[src/rtl/aud_dsp_stream_if.sv]
// rtl/aud_dsp_stream_if.sv - SRAM read handshake between the playback engine and recorder storage
interface aud_dsp_stream_if #(
  parameter int ADDR_W = 20,
  parameter int DATA_W = 16
);
  logic              o_sram_req;
  logic [ADDR_W-1:0] o_sram_addr;
  logic              i_sram_valid;
  logic [DATA_W-1:0] i_sram_data;

  modport master (
    output o_sram_req,
    output o_sram_addr,
    input  i_sram_valid,
    input  i_sram_data
  );

  modport slave (
    input  o_sram_req,
    input  o_sram_addr,
    output i_sram_valid,
    output i_sram_data
  );
endinterface

[src/rtl/aud_dsp_stream.sv]
// rtl/aud_dsp_stream.sv - playback engine: SRAM fetch per DAC frame with speed modes, reverse and loop
module aud_dsp_stream #(
  parameter int DATA_W = 16,
  parameter int ADDR_W = 20,
  parameter int SPD_W  = 3
) (
  input  logic              i_clk,
  input  logic              i_rst,
  input  logic              i_start,
  input  logic              i_pause,
  input  logic              i_stop,
  input  logic [1:0]        i_mode,
  input  logic [SPD_W-1:0]  i_speed,
  input  logic              i_reverse,
  input  logic              i_loop,
  input  logic              i_daclrck,
  input  logic [ADDR_W-1:0] i_start_addr,
  input  logic [ADDR_W-1:0] i_end_addr,
  aud_dsp_stream_if.master  sram,
  output logic [DATA_W-1:0] o_dac_data,
  output logic              o_finished,
  output logic              o_wrap
);

  // Product of (cur-prev) and the phase counter, wide enough for the signed quotient path.
  localparam int PW = DATA_W + SPD_W + 2;

  typedef enum logic [2:0] {
    S_IDLE,
    S_WAIT,
    S_FETCH,
    S_PLAY,
    S_PAUSE
  } state_t;

  state_t            state_q, state_d;
  logic [ADDR_W-1:0] addr_q, addr_d;
  logic [ADDR_W-1:0] start_q, start_d;
  logic [ADDR_W-1:0] end_q, end_d;
  logic [1:0]        mode_q, mode_d;
  logic [SPD_W-1:0]  speed_q, speed_d;
  logic              rev_q, rev_d;
  logic              loop_q, loop_d;
  logic [SPD_W-1:0]  cnt_q, cnt_d;
  logic [DATA_W-1:0] prev_q, prev_d;
  logic [DATA_W-1:0] cur_q, cur_d;
  logic [DATA_W-1:0] dac_q, dac_d;
  logic              req_q, req_d;
  logic              fin_q, fin_d;
  logic              wrap_q, wrap_d;
  logic              lrck_q, lrck_d;

  logic                 lr_rise;
  logic [SPD_W:0]       fac;
  logic signed [DATA_W:0] diff;
  logic signed [PW-1:0] diff_x, cnt_x, fac_x, prev_x, prod, quot, lin;
  logic [SPD_W:0]       step;
  logic                 hold_wrap;
  logic [ADDR_W:0]      addr_x, start_x, end_x, step_x, fwd_next, rev_next;
  logic                 hit;
  logic                 unused_bits;

  assign lr_rise = i_daclrck & ~lrck_q;

  // Linear interpolation between prev and cur at phase cnt/(speed+1), truncating toward zero.
  always_comb begin
    fac    = {1'b0, speed_q} + (SPD_W+1)'(1);
    diff   = $signed({cur_q[DATA_W-1], cur_q}) - $signed({prev_q[DATA_W-1], prev_q});
    diff_x = {{(PW-DATA_W-1){diff[DATA_W]}}, diff};
    cnt_x  = {{(PW-SPD_W){1'b0}}, cnt_q};
    fac_x  = {{(PW-SPD_W-1){1'b0}}, fac};
    prev_x = {{(PW-DATA_W){prev_q[DATA_W-1]}}, prev_q};
    prod   = diff_x * cnt_x;
    quot   = prod / fac_x;
    lin    = prev_x + quot;
  end

  // Address step for the current mode and boundary detection in one extra bit of headroom.
  always_comb begin
    hold_wrap = (cnt_q == speed_q);
    case (mode_q)
      2'd0:    step = (SPD_W+1)'(1);
      2'd1:    step = fac;
      default: step = hold_wrap ? (SPD_W+1)'(1) : '0;
    endcase
    addr_x   = {1'b0, addr_q};
    start_x  = {1'b0, start_q};
    end_x    = {1'b0, end_q};
    step_x   = {{(ADDR_W-SPD_W){1'b0}}, step};
    fwd_next = addr_x + step_x;
    rev_next = addr_x - step_x;
    hit      = rev_q ? (addr_x < (start_x + step_x)) : (fwd_next > end_x);
  end

  assign unused_bits = ^{lin[PW-1:DATA_W], rev_next[ADDR_W]};

  // Next-state and next-output computation for the playback FSM; stop overrides everything.
  always_comb begin
    state_d = state_q;
    addr_d  = addr_q;
    start_d = start_q;
    end_d   = end_q;
    mode_d  = mode_q;
    speed_d = speed_q;
    rev_d   = rev_q;
    loop_d  = loop_q;
    cnt_d   = cnt_q;
    prev_d  = prev_q;
    cur_d   = cur_q;
    dac_d   = dac_q;
    req_d   = req_q;
    fin_d   = fin_q;
    wrap_d  = 1'b0;
    lrck_d  = i_daclrck;

    case (state_q)
      S_IDLE: begin
        if (i_start && !i_stop) begin
          state_d = S_WAIT;
          addr_d  = i_reverse ? i_end_addr : i_start_addr;
          cnt_d   = '0;
          prev_d  = '0;
          fin_d   = 1'b0;
        end
      end
      S_WAIT: begin
        if (lr_rise) begin
          state_d = S_FETCH;
          mode_d  = i_mode;
          speed_d = i_speed;
          rev_d   = i_reverse;
          loop_d  = i_loop;
          start_d = i_start_addr;
          end_d   = i_end_addr;
          req_d   = 1'b1;
        end
      end
      S_FETCH: begin
        if (sram.i_sram_valid && req_q) begin
          cur_d   = sram.i_sram_data;
          req_d   = 1'b0;
          state_d = S_PLAY;
        end
      end
      S_PLAY: begin
        dac_d = (mode_q == 2'd3) ? lin[DATA_W-1:0] : cur_q;
        if (mode_q[1]) begin
          cnt_d = hold_wrap ? '0 : cnt_q + SPD_W'(1);
          if (mode_q == 2'd3 && hold_wrap) begin
            prev_d = cur_q;
          end
        end
        if (hit) begin
          if (loop_q) begin
            addr_d  = rev_q ? end_q : start_q;
            cnt_d   = '0;
            prev_d  = '0;
            wrap_d  = 1'b1;
            state_d = S_WAIT;
          end else begin
            fin_d   = 1'b1;
            addr_d  = '0;
            state_d = S_IDLE;
          end
        end else begin
          addr_d  = rev_q ? rev_next[ADDR_W-1:0] : fwd_next[ADDR_W-1:0];
          state_d = i_pause ? S_PAUSE : S_WAIT;
        end
      end
      S_PAUSE: begin
        dac_d = '0;
        if (i_start) begin
          state_d = S_WAIT;
        end
      end
      default: state_d = S_IDLE;
    endcase

    if (i_stop && state_q != S_IDLE) begin
      state_d = S_IDLE;
      dac_d   = '0;
      addr_d  = '0;
      req_d   = 1'b0;
      fin_d   = fin_q;
      wrap_d  = 1'b0;
      cnt_d   = cnt_q;
      prev_d  = prev_q;
    end
  end

  // State and output registers; reset clears everything immediately.
  always_ff @(posedge i_clk or posedge i_rst) begin
    if (i_rst) begin
      state_q <= S_IDLE;
      addr_q  <= '0;
      start_q <= '0;
      end_q   <= '0;
      mode_q  <= '0;
      speed_q <= '0;
      rev_q   <= 1'b0;
      loop_q  <= 1'b0;
      cnt_q   <= '0;
      prev_q  <= '0;
      cur_q   <= '0;
      dac_q   <= '0;
      req_q   <= 1'b0;
      fin_q   <= 1'b0;
      wrap_q  <= 1'b0;
      lrck_q  <= 1'b0;
    end else begin
      state_q <= state_d;
      addr_q  <= addr_d;
      start_q <= start_d;
      end_q   <= end_d;
      mode_q  <= mode_d;
      speed_q <= speed_d;
      rev_q   <= rev_d;
      loop_q  <= loop_d;
      cnt_q   <= cnt_d;
      prev_q  <= prev_d;
      cur_q   <= cur_d;
      dac_q   <= dac_d;
      req_q   <= req_d;
      fin_q   <= fin_d;
      wrap_q  <= wrap_d;
      lrck_q  <= lrck_d;
    end
  end

  assign sram.o_sram_req  = req_q;
  assign sram.o_sram_addr = addr_q;
  assign o_dac_data       = dac_q;
  assign o_finished       = fin_q;
  assign o_wrap           = wrap_q;

endmodule
[src/flat_wrapper.sv]
// flat-port wrapper written by rule: the top's interface ports become plain ports
module aud_dsp_stream_flat 
#(
  parameter int DATA_W = 16,
  parameter int ADDR_W = 20,
  parameter int SPD_W  = 3
)
  (i_clk, i_rst, i_start, i_pause, i_stop, i_mode, i_speed, i_reverse, i_loop, i_daclrck, i_start_addr, i_end_addr, o_dac_data, o_finished, o_wrap, sram_o_sram_req, sram_o_sram_addr, sram_i_sram_valid, sram_i_sram_data);
  aud_dsp_stream_if #(.ADDR_W(ADDR_W), .DATA_W(DATA_W)) sram_i ();
  input  logic i_clk;
  input  logic i_rst;
  input  logic i_start;
  input  logic i_pause;
  input  logic i_stop;
  input  logic [1:0] i_mode;
  input  logic [SPD_W-1:0] i_speed;
  input  logic i_reverse;
  input  logic i_loop;
  input  logic i_daclrck;
  input  logic [ADDR_W-1:0] i_start_addr;
  input  logic [ADDR_W-1:0] i_end_addr;
  output logic [DATA_W-1:0] o_dac_data;
  output logic o_finished;
  output logic o_wrap;
  output wire logic [$bits(sram_i.o_sram_req)-1:0] sram_o_sram_req;
  output wire logic [$bits(sram_i.o_sram_addr)-1:0] sram_o_sram_addr;
  input wire logic [$bits(sram_i.i_sram_valid)-1:0] sram_i_sram_valid;
  input wire logic [$bits(sram_i.i_sram_data)-1:0] sram_i_sram_data;
  assign sram_o_sram_req = sram_i.o_sram_req;
  assign sram_o_sram_addr = sram_i.o_sram_addr;
  assign sram_i.i_sram_valid = sram_i_sram_valid;
  assign sram_i.i_sram_data = sram_i_sram_data;
  aud_dsp_stream #(.DATA_W(DATA_W), .ADDR_W(ADDR_W), .SPD_W(SPD_W)) u_core (.i_clk(i_clk), .i_rst(i_rst), .i_start(i_start), .i_pause(i_pause), .i_stop(i_stop), .i_mode(i_mode), .i_speed(i_speed), .i_reverse(i_reverse), .i_loop(i_loop), .i_daclrck(i_daclrck), .i_start_addr(i_start_addr), .i_end_addr(i_end_addr), .sram(sram_i), .o_dac_data(o_dac_data), .o_finished(o_finished), .o_wrap(o_wrap));
endmodule
[config.mk]
export PLATFORM = sky130hd
export DESIGN_NAME = aud_dsp_stream_flat
export DESIGN_NICKNAME = d
export VERILOG_FILES = /design/src/rtl/aud_dsp_stream_if.sv /design/src/rtl/aud_dsp_stream.sv /design/src/flat_wrapper.sv
export SDC_FILE = /design/constraint.sdc
export NUM_CORES = 1
export LEC_CHECK = 0
export ABC_AREA = 1
export ABC_CLOCK_PERIOD_IN_PS = 48000
export BUFFER_PORTS_ARGS = -buffer_cell sky130_fd_sc_hd__buf_2
export CAP_MARGIN = 10
export CORE_ASPECT_RATIO = 1.5
export CORE_MARGIN = 4
export CORE_UTILIZATION = 55
export DETAILED_ROUTE_END_ITERATION = 6
export GPL_TIMING_DRIVEN = 0
export PLACE_DENSITY = 0.73
export SLEW_MARGIN = 5
export SYNTH_ARGS = -nofsm -noshare
export SYNTH_HDL_FRONTEND = slang
export SYNTH_SLANG_ARGS = --single-unit
[constraint.sdc]
create_clock -name i_clk -period 48 [get_ports i_clk]
set_input_delay 9.6 -clock i_clk [delete_from_list [all_inputs] [get_ports i_clk]]
set_output_delay 9.6 -clock i_clk [all_outputs]
set_load 0.01 [all_outputs]
==> impl_metrics.yaml <==
hold_path:
  hold_path_class: "reg2reg"
  min_path_cells: 2
  min_from: "u_core.o_dac_data[13]$_DFFE_PP0P_"
  min_to: "u_core.o_dac_data[13]$_DFFE_PP0P_"
logic_synthesis:
  netlist_area_mm2: 0.0218
  ys_warn_count: 0
  synth_top_area_share: 0.143
  synth_edf_count: 0
  synthCells: 3362
  synth_top_area_cell: "dfrtp_1"
  async_reset_ff_frac: 1.00
  yosys_most_used_dff: "dfrtp_1"
  ys_seq_elements: 125
  syn_nets: 3658
  synth_cell_types: 74
  synth.avg_cell_area_um2: 6.49
  synthTopCellsByArea: "dfrtp_1 14%, nand2_1 13%, ha_1 12%"
  ys_seq_area_frac: 0.143
setup_path:
  arrival_ps: 44270
  crit_path_max_fanout: 10
  crit_required_ps: 48330
  r2r_end: "u_core.o_dac_data[15]$_DFFE_PP0P_"
  r2r_cells: 281
  crit_path_frequent_cell: "nand2_1"
  crit_path_start: "u_core.cur_q[0]$_DFFE_PP0P_"
  r2r_slack_ps: 4060
  slowest_stage: "fa_1"
  setup.worst_path.end_class: "register"
  r2r-start: "u_core.cur_q[0]$_DFFE_PP0P_"
  critPathKind: "reg2reg"
  max_stage_delay_ps: 490
  startpoint_type: "register"
placed_design:
  place.gp.congestion: 1.11
  dp_hpwl_um: 57100
  io_buffers: 107
  dpl_cell_area_mm2: 0.0230
die:
  boundaryPins: 109
  die_area_mm2: 0.0430
  initial_core_util: 0.555
  die_w_um: 171
  die_y_um: 252
  coreArea_mm2: 0.0393
  rows: 89
timing:
  skew_ps: 6.79
  fin_crit_ps: 43940
  hold_viol: 0
  maxSlewViolCount: 0
  relSlewSlack: 0.208
  tightest_slew_ps: 1180
  fin_crit_sh: 0.915
  whs_ps: 486
  setup_violations: 0
  clock.fmax_ghz: 0.0228
clock_tree:
  cts_buffers: 17
  cts_sinks: 125
  clock_latency_ps: 440
  path_clk_slew_ps: 60
  hold_buffers: 0
  cts_max_path_buffers: 2
  clock-root-buffer: "clkbuf_16"
  htreeDepth: 4
  cts_tree: "done"
run:
  cap_violations: 0
layout:
  area_growth_pct: 9.17
  nets: 3792
  postLayoutCoreUtil: 0.606
  final_area_mm2: 0.0238
  drive_above_1_share: 0.159
drt:
  route.detailed.wl_per_inst_um: 17.1
  vias: 22800
  drcViolationCount: 0
  dr.first_iter.drc_count: 1465
  vias_per_cell: 5.68
  dr.pass1.iters: 6
  wirelength_um: 68600
  ant_nets: 0
global_route:
  gr-usage-all-layers: 0.318
  grt_antenna_before_repair: 2
  grt_start_max_net_pins: 94
  grt_pass1_vias: 23000
  grt_first_pass_wirelength_um: 111000
  grt-ovfl-total: 0
run_status:
  status: "finished, final reports clean"
[stage by stage]
stage,std cells,setup WS [ps],setup TNS (ps)
global placement,3969,2430,0
finish,4010,4060,0
floorplan,3362,9070,0
detailed placement,3972,1370,0
CTS,4003,1240,0
global route,4010,-106,-106
[layout make-up]
| cell class | instances | area (um2) |
|---|---|---|
| timing repair buffer | 115 | 624 |
| sequential | 125 | 3130 |
| antenna | 2 | 5.00 |
| clock inverter | 10 | 114 |
| inverter | 570 | 2170 |
| buffer | 68 | 484 |
| tap | 500 | 626 |
| clock buffer | 21 | 480 |
| fill | 3790 | 15500 |
| multi-input combinational | 2599 | 16200 |
[metal layers]
| metal | wire (um) | vias to the layer above | global-route usage |
|---|---|---|---|
| met2 | 36100 | 706 | 0.603 |
| met5 | 0 | - | 0 |
| li1 | - | 11300 | - |
| met1 | 23900 | 10600 | 0.313 |
| met3 | 3050 | 266 | 0.0408 |
| met4 | 5560 | 0 | 0.223 |
[worst max-delay path, delay by kind of cell (launching register included)]
kind / cells / cell delay, ps
flip-flops: 1 / 350
AND/OR/NAND/NOR: 119 / 15480
XOR/XNOR: 2 / 500
AO/OA/AOI/OAI: 79 / 12960
buffers and inverters: 53 / 5750
adder cells (fa/ha/maj): 28 / 8690
[layout by cell type, fill, tap and decap left out, drive strengths merged, types with 28 or more instances in the layout]
cell / n
a21oi: 163
ha: 204
nor2: 364
nand3: 254
clkbuf: 66
buf: 138
nand2: 881
clkinv: 28
inv: 546
nor3: 42
dfrtp: 125
nand4: 90
xor2: 112
o211ai: 32
o21ai: 230
[cell usage after synthesis, types with 31 or more instances]
cell and number:
nand2_1 732, inv_1 513, nor2_1 300, ha_1 204, nand3_1 202, o21ai_0 181, a21oi_1 160, dfrtp_1 125
xor2_1 112, nand2_2 111, nand4_1 83, clkbuf_1 43, nand3_2 41, nor3_1 41, nand2_4 38, o211ai_1 32
nor2_2 31
[kinds of logic (layout without fill, tap and decap cells)]
logic type | count (synthesis) | in the layout | synth area share
mux | 10 | 10 | 0.00511
simple gates | 1682 | 1682 | 0.387
flops | 125 | 125 | 0.143
compound gates | 542 | 542 | 0.150
buf+inv | 638 | 784 | 0.122
other cells | 0 | 2 | 0
xor+xnor | 139 | 139 | 0.0558
fa+ha+maj | 226 | 226 | 0.137
[repair_timing]
| item | CTS | global route |
|---|---|---|
| buffers inserted | 0 | 4 |
| resized for setup | 0 | 33 |
| setup endpoints to repair | 0 | 15 |
[worst max-delay path by stage]
| stage | end | slack (ps) | cells past startpoint |
|---|---|---|---|
| 5_1_grt | u_core.o_dac_data[15]$_DFFE_PP0P_ | -110 | 287 |
| 6_report | u_core.o_dac_data[15]$_DFFE_PP0P_ | 4060 | 281 |
| 4_1_cts | u_core.o_dac_data[15]$_DFFE_PP0P_ | 1240 | 285 |
| 3_5_place_dp | u_core.o_dac_data[15]$_DFFE_PP0P_ | 1370 | 284 |
| 2_1_floorplan | u_core.o_dac_data[15]$_DFFE_PP0P_ | 9070 | 283 |
| 3_3_place_gp | u_core.o_dac_data[15]$_DFFE_PP0P_ | 2430 | 283 |
[state kept, by name (all words and copies together), names as in the netlist, 2 cells and up]
signal,flops
u_core.end_q,20
u_core.start_q,20
u_core.mode_q,2
u_core.prev_q,16
u_core.cnt_q,3
u_core.sram.o_sram_addr,20
u_core.o_dac_data,16
u_core.state_q,3
u_core.speed_q,3
u_core.cur_q,16
Power is not shown: default switching activity piles up to over one toggle a cycle in this logic, so the estimate is an artifact.
